<file path="config.mk">
export PLATFORM = sky130hd
export DESIGN_NAME = hazard_unit
export DESIGN_NICKNAME = d
export VERILOG_FILES = /design/src/rtl/hazard_unit.sv
export SDC_FILE = /design/constraint.sdc
export NUM_CORES = 1
export LEC_CHECK = 0
export CAP_MARGIN = 20
export CORE_AREA = 3 3 55 57
export CTS_CLUSTER_SIZE = 8
export DETAILED_ROUTE_END_ITERATION = 6
export DIE_AREA = 0 0 58 60
export PLACE_DENSITY = 0.95
export SLEW_MARGIN = 20
export SYNTH_ARGS = -nofsm -noshare
export SYNTH_HDL_FRONTEND = slang
export SYNTH_SLANG_ARGS = --single-unit
</file>
<file path="constraint.sdc">
create_clock -name clk -period 3.4 [get_ports clk]
set_input_delay 0.34 -clock clk [delete_from_list [all_inputs] [get_ports clk]]
set_output_delay 0.34 -clock clk [all_outputs]
set_load 0.005 [all_outputs]
</file>
<file path="src/rtl/hazard_unit.sv">
// rtl/hazard_unit.sv - pipeline forwarding/stall/flush control with multi-cycle divider sequencer
module hazard_unit #(
    parameter int DIV_CYCLES = 32,
    parameter int CNT_W      = 6
) (
    input  logic       clk,
    input  logic       rst,
    input  logic [4:0] rsD,
    input  logic [4:0] rtD,
    input  logic [4:0] rsE,
    input  logic [4:0] rtE,
    input  logic [4:0] writeregE,
    input  logic [4:0] writeregM,
    input  logic [4:0] writeregW,
    input  logic       regwriteE,
    input  logic       regwriteM,
    input  logic       regwriteW,
    input  logic       memtoregE,
    input  logic       memtoregM,
    input  logic       branchD,
    input  logic       pcsrcD,
    input  logic       div_startE,
    output logic [1:0] forwardAE,
    output logic [1:0] forwardBE,
    output logic       forwardAD,
    output logic       forwardBD,
    output logic       stallF,
    output logic       stallD,
    output logic       stallE,
    output logic       flushD,
    output logic       flushE,
    output logic       flushM,
    output logic       div_busy,
    output logic       div_done
);

    typedef enum logic {IDLE = 1'b0, BUSY = 1'b1} div_state_t;

    div_state_t       state, state_next;
    logic [CNT_W-1:0] cnt, cnt_next;

    logic m_hit_rsE, m_hit_rtE, w_hit_rsE, w_hit_rtE;
    logic lwstall, branchstall, busy, done;

    // Register $0 is hardwired, so a write to it never creates a dependency.
    assign m_hit_rsE = regwriteM && (writeregM != 5'd0) && (writeregM == rsE);
    assign m_hit_rtE = regwriteM && (writeregM != 5'd0) && (writeregM == rtE);
    assign w_hit_rsE = regwriteW && (writeregW != 5'd0) && (writeregW == rsE);
    assign w_hit_rtE = regwriteW && (writeregW != 5'd0) && (writeregW == rtE);

    assign lwstall = memtoregE && (rtE != 5'd0) && ((rtE == rsD) || (rtE == rtD));

    assign branchstall = branchD &&
        ((regwriteE && (writeregE != 5'd0) && ((writeregE == rsD) || (writeregE == rtD))) ||
         (memtoregM && (writeregM != 5'd0) && ((writeregM == rsD) || (writeregM == rtD))));

    assign busy = (state == BUSY);
    assign done = busy && (cnt == '0);

    always_ff @(posedge clk) begin
        if (rst) begin
            state <= IDLE;
            cnt   <= '0;
        end else begin
            state <= state_next;
            cnt   <= cnt_next;
        end
    end

    always_comb begin
        state_next = state;
        cnt_next   = cnt;
        case (state)
            IDLE: begin
                if (div_startE) begin
                    state_next = BUSY;
                    cnt_next   = CNT_W'(DIV_CYCLES - 1);
                end
            end
            BUSY: begin
                // A new start while busy is dropped; the divider only has one slot.
                if (cnt == '0) begin
                    state_next = IDLE;
                end else begin
                    cnt_next = cnt - 1'b1;
                end
            end
            default: state_next = IDLE;
        endcase
    end

    always_comb begin
        forwardAE = 2'b00;
        forwardBE = 2'b00;
        forwardAD = 1'b0;
        forwardBD = 1'b0;
        stallF    = 1'b0;
        stallD    = 1'b0;
        stallE    = 1'b0;
        flushD    = 1'b1;
        flushE    = 1'b1;
        flushM    = 1'b1;
        div_busy  = 1'b0;
        div_done  = 1'b0;
        if (!rst) begin
            forwardAE = m_hit_rsE ? 2'b10 : (w_hit_rsE ? 2'b01 : 2'b00);
            forwardBE = m_hit_rtE ? 2'b10 : (w_hit_rtE ? 2'b01 : 2'b00);
            forwardAD = regwriteM && (writeregM != 5'd0) && (writeregM == rsD);
            forwardBD = regwriteM && (writeregM != 5'd0) && (writeregM == rtD);
            div_busy  = busy;
            div_done  = done;
            stallE    = busy;
            stallD    = lwstall || branchstall || busy;
            stallF    = lwstall || branchstall || busy;
            // The divide keeps ID/EX frozen, so bubbles go into M instead of EX.
            flushM    = busy && !done;
            flushE    = (lwstall || branchstall) && !busy;
            flushD    = pcsrcD && !(lwstall || branchstall || busy);
        end
    end

endmodule

</file>
==> flow_metrics.py, run 1 <==
metrics = {
    "run_status": {
        "outcome": "finished, final reports clean",
    },
    "worst_setup_path": {
        "r2r_setup_slack_ns": 1.69,
        "path_buf_inv": 2,
        "crit_type": "in -> out",
        "crit_family": "buffers and inverters",
        "crit_chain": "clkdlybuf4s50_1, xor2_1, nor3_1, nand3_1, a211o_1, a41oi_1, clkdlybuf4s50_1",
        "r2r-start": "cnt[0]$_SDFFE_PP0P_",
        "cp_slowest_cell": "clkdlybuf4s50_1",
        "reg2regPathDepth": 6,
        "endpoint_kind": "primary output",
        "worst_ep_required_time_ns": 3.06,
        "cpMostUsedCell": "clkdlybuf4s50_1",
        "r2r_end": "cnt[5]$_SDFFE_PP0P_",
        "worst-path-max-fanout": 6,
        "cp-start-kind": "primary input",
        "worstPathArrival_ns": 2.66,
        "slowest_delay_ns": 0.60,
    },
    "global_route": {
        "overflow": 0,
        "grt_max_degree": 13,
        "antenna_found_initial": 0,
        "grt_pass1_wl_microns": 5540,
        "grt_pass1_vias": 1221,
        "gr-usage-all-layers_pct": 19.9,
    },
    "timing": {
        "setup_viol": 0,
        "drv_slew": 0,
        "holdWs_ns": 0.524,
        "timing.final.hold_violations": 0,
        "setup_tns_ns": 0,
        "fmax_mhz": 334,
        "rsz0062_at_grt": "no",
        "period_share_pct": 88.1,
        "fin_ws_ns": 0.404,
        "worst_clock_skew_ns": 0.000179,
        "finalCriticalPeriod_ns": 3.00,
        "relSlewSlack_pct": 67.4,
        "worst_pin_slew_ns": 0.489,
    },
    "pwr": {
        "ir_drop_mv": 0.253,
        "power.total_mw": 0.382,
        "power_density_nw_per_um2": 226,
        "leakagePower_nw": 0.587,
    },
    "drt": {
        "drc": 0,
        "drt-total-wl_microns": 3240,
        "via_per_inst": 5.37,
        "route.met3.wl_microns": 157,
        "top_layer": "met4",
        "ant_nets": 0,
        "drt_iter0_drc": 36,
        "num_vias": 1198,
        "drt-met1-wl_microns": 1320,
        "wl_met2_microns": 1730,
        "wl_per_cell_microns": 14.5,
        "first_pass_iters": 4,
    },
    "hold_path": {
        "hold_depth": 1,
        "hp-start": "cnt[0]$_SDFFE_PP0P_",
        "hold_end": "cnt[0]$_SDFFE_PP0P_",
        "hp-class": "reg -> reg",
    },
    "placed_design": {
        "placed_cells": 219,
        "portBuffers": 58,
        "place_area_sq_um": 1670,
        "place_hpwl_microns": 2750,
        "preCtsSetupSlack_ns": 0.416,
        "gp_congestion": 0.895,
    },
    "yosys": {
        "syn_area_per_cell_sq_um": 7.75,
        "synth-xor-area-share_pct": 42.7,
        "async_flop_share_pct": 0,
        "synth-edff-count": 0,
        "synthTopCellsByArea": "xnor2_1 21%, xor2_1 21%, dfxtp_1 13%, nand3_1 4.1%, nor3_1 4.1%",
        "yosysWarnings": 0,
        "synth_ff_type": "dfxtp_1",
        "synth_nets": 189,
        "ys_ff_latch": 7,
        "synth_simple_gate_area_share_pct": 24.0,
        "synth_top_family_by_area": "XOR/XNOR gates",
        "synthMuxAreaShare_pct": 0,
        "syn_inst": 143,
        "yosysUniqueCellTypes": 34,
        "yosysTopAreaCellShare_pct": 21.3,
        "ys_seq_area_share_pct": 12.6,
        "synth-adder-area-share_pct": 1.13,
        "synth_top_cell_by_area": "xnor2_1",
        "syn_area_sq_um": 1110,
        "synth_compound_gate_area_share_pct": 12.1,
    },
    "clock_network": {
        "cts_tree": "built",
        "insertion_delay_ns": 0.25,
        "clk_path_buf_depth": 2,
        "clock_sinks": 7,
        "htree_levels": 1,
        "path_clk_slew_ns": 0.05,
        "cts_hold_buffers": 0,
        "ctsResizeCount": 0,
        "cts_inserted_buffers": 3,
        "post-cts-setup-buffers": 0,
        "clockRootBuffer": "clkbuf_4",
    },
    "floorplan": {
        "initial_core_util_pct": 43.9,
        "placementRows": 18,
        "die_y_microns": 60,
        "boundaryPins": 59,
        "design.core.area_sq_um": 2520,
        "die_width_microns": 58,
        "die_area_sq_um": 3480,
    },
    "final_layout": {
        "fin_cells": 223,
        "syn_to_final_growth_pct": 52.7,
        "n_antenna_cell": 0,
        "final_area_sq_um": 1690,
        "drive_gt1_share_pct": 5.18,
        "n_fill_cell": 217,
        "final_nets": 240,
        "fin_util_pct": 67.1,
    },
    "run": {
        "cap_violations": 0,
    },
}
==> logic make-up after synthesis <==
| group | count (synthesis) |
|---|---|
| XOR/XNOR | 54 |
| AND/OR/NAND/NOR | 46 |
| AO/OA/AOI/OAI | 18 |
| buffers and inverters | 17 |
| flip-flops | 7 |
| adder cells (fa/ha/maj) | 1 |
==> cell usage in the layout (no fill, tap or decap), drive strengths merged, types with 2 or more instances in the layout <==
cell,n
nand2,7
dfxtp,7
xor2,27
xnor2,27
clkbuf,4
nand3,9
clkdlybuf4s50,58
nor2b,2
inv,4
nor2,3
o21ai,2
a41oi,2
nor3,9
a21oi,6
or4,6
and2,2
nor4,6
==> Yosys cell counts, types with 4 or more instances <==
cell	instances
clkbuf_1	5
xor2_1	27
nand2_1	7
a21oi_1	6
or4_1	5
nor3_1	9
xnor2_1	27
nand3_1	9
dfxtp_1	7
inv_1	4
nor4_1	4
==> where the power goes <==
group	internal, mW	leakage, nW	switching [mW]
clock network	0.0449	0.0150	0.0318
registers	0.0914	0.0583	0.0106
logic	0.114	0.514	0.0893
total	0.250	0.587	0.132
==> worst max path at each step <==
| stage | depth (start not counted) | slack (ns) | to | start |
|---|---|---|---|---|
| 2_1_floorplan | 7 | 1.40 | stallF | writeregM[0] |
| 3_3_place_gp | 7 | 0.48 | stallD | writeregM[0] |
| 3_5_place_dp | 7 | 0.42 | stallD | writeregM[0] |
| 4_1_cts | 7 | 0.41 | stallD | writeregM[0] |
| 5_1_grt | 7 | 0.27 | stallD | writeregM[0] |
| 6_report | 7 | 0.40 | stallD | writeregM[0] |
==> sequential cells by signal, indices dropped and copies added, names as in the netlist <==
name	flops
cnt	6
busy	1
==> routing by layer <==
metal	up-vias	global-route usage, %
met1	557	23.3
met4	0	4.30
met3	4	1.94
li1	594	-
met5	-	0
met2	43	38.9
==> cell type report <==
class	count	area [sq um]	share of cell area (%)
flip-flops and latches	7	140	8.28
repair buffers	59	588	34.7
well taps	30	37.5	2.22
clock buffers	4	26.3	1.55
inverters	4	15.0	0.887
multi-input cells	119	886	52.3
No activity file was read; power rests on OpenSTA's default activity.
==> run 2: changes to the inputs <==
--- a/config.mk
+++ b/config.mk
@@ -10,6 +10,7 @@
 export CTS_CLUSTER_SIZE = 8
 export DETAILED_ROUTE_END_ITERATION = 6
 export DIE_AREA = 0 0 58 60
+export GPL_ROUTABILITY_DRIVEN = 0
 export PLACE_DENSITY = 0.95
 export SLEW_MARGIN = 20
 export SYNTH_ARGS = -nofsm -noshare
==> constraint.sdc (replaced) <==
create_clock -name clk -period 3.4 [get_ports clk]
set_input_delay 0.34 -clock clk [delete_from_list [all_inputs] [get_ports clk]]
set_output_delay 0.34 -clock clk [all_outputs]
set_load 0.01 [all_outputs]
==> flow_metrics.py, run 2 (synthesis results as in run 1) <==
metrics = {
    "run_status": {
        "outcome": "finished, final reports clean",
    },
    "global_route": {
        "grt_pass1_vias": 1231,
        "grt_max_degree": 13,
        "overflow": 0,
        "grt_pass1_wl_microns": 5580,
        "gr-usage-all-layers_pct": 20.6,
        "antenna_found_initial": 0,
    },
    "drt": {
        "via_per_inst": 5.39,
        "ant_nets": 0,
        "route.met3.wl_microns": 192,
        "drt-met1-wl_microns": 1360,
        "wl_met2_microns": 1690,
        "drt-total-wl_microns": 3280,
        "wl_per_cell_microns": 14.7,
        "top_layer": "met4",
        "first_pass_iters": 4,
        "drc": 0,
        "drt_iter0_drc": 37,
        "num_vias": 1202,
    },
    "floorplan": {
        "boundaryPins": 59,
        "die_area_sq_um": 3480,
        "die_width_microns": 58,
        "design.core.area_sq_um": 2520,
        "die_y_microns": 60,
        "initial_core_util_pct": 43.9,
        "placementRows": 18,
    },
    "worst_setup_path": {
        "worst_ep_required_time_ns": 3.06,
        "endpoint_kind": "primary output",
        "worstPathArrival_ns": 2.77,
        "cp-start-kind": "primary input",
        "crit_type": "in -> out",
        "worst-path-max-fanout": 6,
    },
    "placed_design": {
        "place_hpwl_microns": 2790,
        "portBuffers": 58,
        "placed_cells": 219,
    },
    "clock_network": {
        "htree_levels": 1,
        "cts_inserted_buffers": 3,
        "insertion_delay_ns": 0.26,
        "clock_sinks": 7,
        "path_clk_slew_ns": 0.05,
        "clk_path_buf_depth": 2,
        "clockRootBuffer": "clkbuf_4",
        "ctsResizeCount": 0,
        "cts_tree": "built",
        "cts_hold_buffers": 0,
        "post-cts-setup-buffers": 0,
    },
    "final_layout": {
        "seqCellArea_sq_um": 140,
        "n_antenna_cell": 0,
        "n_fill_cell": 214,
        "regMostFlops": "cnt",
        "largest_reg_flops": 6,
        "syn_to_final_growth_pct": 52.7,
        "fin_cells": 223,
        "multiInputGateArea_sq_um": 886,
        "final_nets": 240,
        "final_common_cell": "clkdlybuf4s50_1",
        "drive_gt1_share_pct": 5.18,
        "final_cell_mix": "58 x clkdlybuf4s50_1, 27 x xnor2_1, 27 x xor2_1",
    },
    "pwr": {
        "leakagePower_nw": 0.587,
        "power_density_nw_per_um2": 229,
        "ir_drop_mv": 0.214,
    },
    "hold_path": {
        "hp-class": "reg -> reg",
    },
    "timing": {
        "period_share_pct": 91.4,
        "rsz0062_at_grt": "no",
        "relSlewSlack_pct": 68.5,
        "timing.final.hold_violations": 0,
        "setup_tns_ns": 0,
        "finalCriticalPeriod_ns": 3.11,
        "worst_clock_skew_ns": 0.00161,
        "setup_viol": 0,
        "fmax_mhz": 322,
        "worst_pin_slew_ns": 0.473,
        "drv_slew": 0,
    },
    "run": {
        "cap_violations": 0,
    },
}
[run 2: where the power goes]
group          internal [mW]  switching, mW  total [mW]  leakage (nW)
clock network         0.0450         0.0338      0.0787        0.0150
registers             0.0914        0.00951       0.101        0.0583
logic                  0.115         0.0938       0.208         0.514
total                  0.251          0.137       0.388         0.587
[run 2: layer usage]
metal	GRT usage [%]	up-vias
li1	-	593
met1	24.8	554
met2	37.6	50
met3	1.51	5
met4	8.28	0
met5	0	-
[run 2: layout make-up]
type	count	share of cell area, %
inverters	4	0.887
clock buffers	4	1.55
multi-input cells	119	52.3
repair buffers	59	34.7
well taps	30	2.22
flip-flops and latches	7	8.28
[run 2: worst max-delay path: stages]
cell             delay [ns]
clkdlybuf4s50_1        0.60
xor2_1                 0.25
nor3_1                 0.21
nand3_1                0.13
a211o_1                0.35
a41oi_1                0.30
clkdlybuf4s50_1        0.59
[run 2: path summary, 6_finish.rpt]
path | from | endpoint | slack, ns | cells after the start
max reg2reg | cnt[0]$_SDFFE_PP0P_ | cnt[5]$_SDFFE_PP0P_ | 1.69 | 6
max | writeregM[0] | stallD | 0.29 | 7
min | cnt[0]$_SDFFE_PP0P_ | cnt[0]$_SDFFE_PP0P_ | 0.53 | 1
min reg2reg | cnt[0]$_SDFFE_PP0P_ | cnt[0]$_SDFFE_PP0P_ | 0.53 | 1
[run 2: metrics by stage]
| step | cell area [sq um] | total power [mW] | hold slack [ns] | worst slack, ns | utilization [%] |
|---|---|---|---|---|---|
| after floorplan | 1110 | 0.215 | 0.467 | 1.29 | - |
| after global placement | 1670 | 0.303 | 0.503 | 0.434 | 66.1 |
| after detailed placement | 1670 | 0.308 | 0.517 | 0.326 | 66.1 |
| after CTS | 1690 | 0.389 | 0.524 | 0.320 | 67.1 |
| after global routing | 1690 | 0.415 | 0.542 | 0.216 | 67.1 |
| final | 1690 | 0.388 | 0.528 | 0.291 | 67.1 |
==> run 3: changes to the inputs <==
==> constraint.sdc (replaced) <==
create_clock -name clk -period 4 [get_ports clk]
set_input_delay 0.4 -clock clk [delete_from_list [all_inputs] [get_ports clk]]
set_output_delay 0.4 -clock clk [all_outputs]
set_load 0.01 [all_outputs]
==> flow_metrics.py, run 3 (synthesis results as in run 1) <==
metrics = {
    "timing": {
        "worst_pin_slew_ns": 0.472,
        "period_share_pct": 79.6,
        "rsz0062_at_grt": "no",
        "worst_clock_skew_ns": 0.00121,
        "holdWs_ns": 0.524,
        "fmax_mhz": 314,
        "fin_ws_ns": 0.814,
        "finalCriticalPeriod_ns": 3.19,
        "timing.final.hold_violations": 0,
        "relSlewSlack_pct": 68.2,
        "setup_tns_ns": 0,
        "drv_slew": 0,
        "setup_viol": 0,
    },
    "final_layout": {
        "syn_to_final_growth_pct": 52.0,
        "regMostFlops": "cnt",
        "multiInputGateArea_sq_um": 886,
        "n_antenna_cell": 0,
        "final_cell_mix": "58 x clkdlybuf4s50_1, 27 x xnor2_1, 27 x xor2_1",
        "final_common_cell": "clkdlybuf4s50_1",
        "n_fill_cell": 213,
        "final_nets": 239,
        "seqCellArea_sq_um": 140,
        "drive_gt1_share_pct": 4.69,
        "largest_reg_flops": 6,
    },
    "worst_setup_path": {
        "r2r-start": "cnt[0]$_SDFFE_PP0P_",
        "reg2regPathDepth": 6,
        "worstPathArrival_ns": 2.79,
        "r2r_end": "cnt[5]$_SDFFE_PP0P_",
        "crit_type": "in -> out",
        "startpoint": "writeregM[1]",
        "endpoint_kind": "primary output",
        "worst-path-max-fanout": 5,
        "worst_ep_required_time_ns": 3.60,
        "r2r_setup_slack_ns": 2.31,
        "endpoint": "forwardBE[0]",
        "cp-start-kind": "primary input",
    },
    "floorplan": {
        "die_area_sq_um": 3480,
        "design.core.area_sq_um": 2520,
        "die_y_microns": 60,
        "placementRows": 18,
        "die_width_microns": 58,
        "initial_core_util_pct": 43.9,
        "boundaryPins": 59,
    },
    "clock_network": {
        "cts_inserted_buffers": 3,
        "cts_hold_buffers": 0,
        "post-cts-setup-buffers": 0,
        "cts_tree": "built",
        "path_clk_slew_ns": 0.05,
        "clk_path_buf_depth": 2,
        "clockRootBuffer": "clkbuf_4",
        "ctsResizeCount": 0,
        "insertion_delay_ns": 0.25,
        "htree_levels": 1,
        "clock_sinks": 7,
    },
    "global_route": {
        "gr-usage-all-layers_pct": 18.7,
        "grt_pass1_vias": 1177,
        "antenna_found_initial": 0,
        "grt_pass1_wl_microns": 5040,
        "grt_max_degree": 14,
        "overflow": 0,
    },
    "placed_design": {
        "preCtsSetupSlack_ns": 0.802,
        "portBuffers": 58,
        "place_hpwl_microns": 2710,
    },
    "hold_path": {
        "hp-class": "reg -> reg",
    },
    "drt": {
        "via_per_inst": 5.37,
        "wl_per_cell_microns": 14.2,
        "first_pass_iters": 4,
        "num_vias": 1193,
        "drt_iter0_drc": 25,
        "ant_nets": 0,
        "drt-total-wl_microns": 3140,
        "drc": 0,
    },
    "pwr": {
        "ir_drop_mv": 0.146,
        "power_density_nw_per_um2": 192,
        "leakagePower_nw": 0.583,
    },
    "run": {
        "cap_violations": 0,
    },
    "run_status": {
        "outcome": "finished, final reports clean",
    },
}
## run 3: cell count changes in the layout (fill, tap and decap cells not counted), sizes merged
cell,change
buf,-1
## run 3: layer usage
metal / share of wire [%] / track usage [%]
met1: 40 / 21.5
met2: 54 / 34.5
met3: 4.9 / 2.59
met4: 1.0 / 7.62
met5: 0 / 0
## run 3: per-stage QoR
stage                     area [sq um]  instances  util [%]  power (mW)
after floorplan                   1110        143         -       0.183
after global placement            1660        218      65.8       0.256
after detailed placement          1660        218      65.8       0.261
after CTS                         1690        222      66.8       0.327
after global routing              1690        222      66.8       0.345
final                             1690        222      66.8       0.323
## run 3: power by group
group	total, mW	internal [mW]	switching [mW]
Combinational	0.174	0.0966	0.0771
Sequential	0.0861	0.0777	0.00833
Clock	0.0634	0.0380	0.0254
Total	0.323	0.212	0.111
## run 3: layout make-up
type	instances	share of cell area, %
multi-input cells	119	52.6
flip-flops and latches	7	8.31
clock buffers	4	1.56
inverters	4	0.891
repair buffers	58	34.4
well taps	30	2.23
## run 3: worst min path at each step
stage	from	endpoint	cells after the start
global route	cnt[0]$_SDFFE_PP0P_	cnt[0]$_SDFFE_PP0P_	1
floorplan	cnt[0]$_SDFFE_PP0P_	cnt[0]$_SDFFE_PP0P_	1
global placement	cnt[0]$_SDFFE_PP0P_	cnt[0]$_SDFFE_PP0P_	1
finish	cnt[0]$_SDFFE_PP0P_	cnt[0]$_SDFFE_PP0P_	1
CTS	cnt[0]$_SDFFE_PP0P_	cnt[0]$_SDFFE_PP0P_	1
detailed placement	cnt[0]$_SDFFE_PP0P_	cnt[0]$_SDFFE_PP0P_	1
## run 3: critical path, stage by stage
cell and delay [ns]:
clkdlybuf4s50_1 0.54, or4_4 0.61, o21ai_4 0.17, nor4_1 0.11, nor4_2 0.35, clkdlybuf4s50_1 0.60
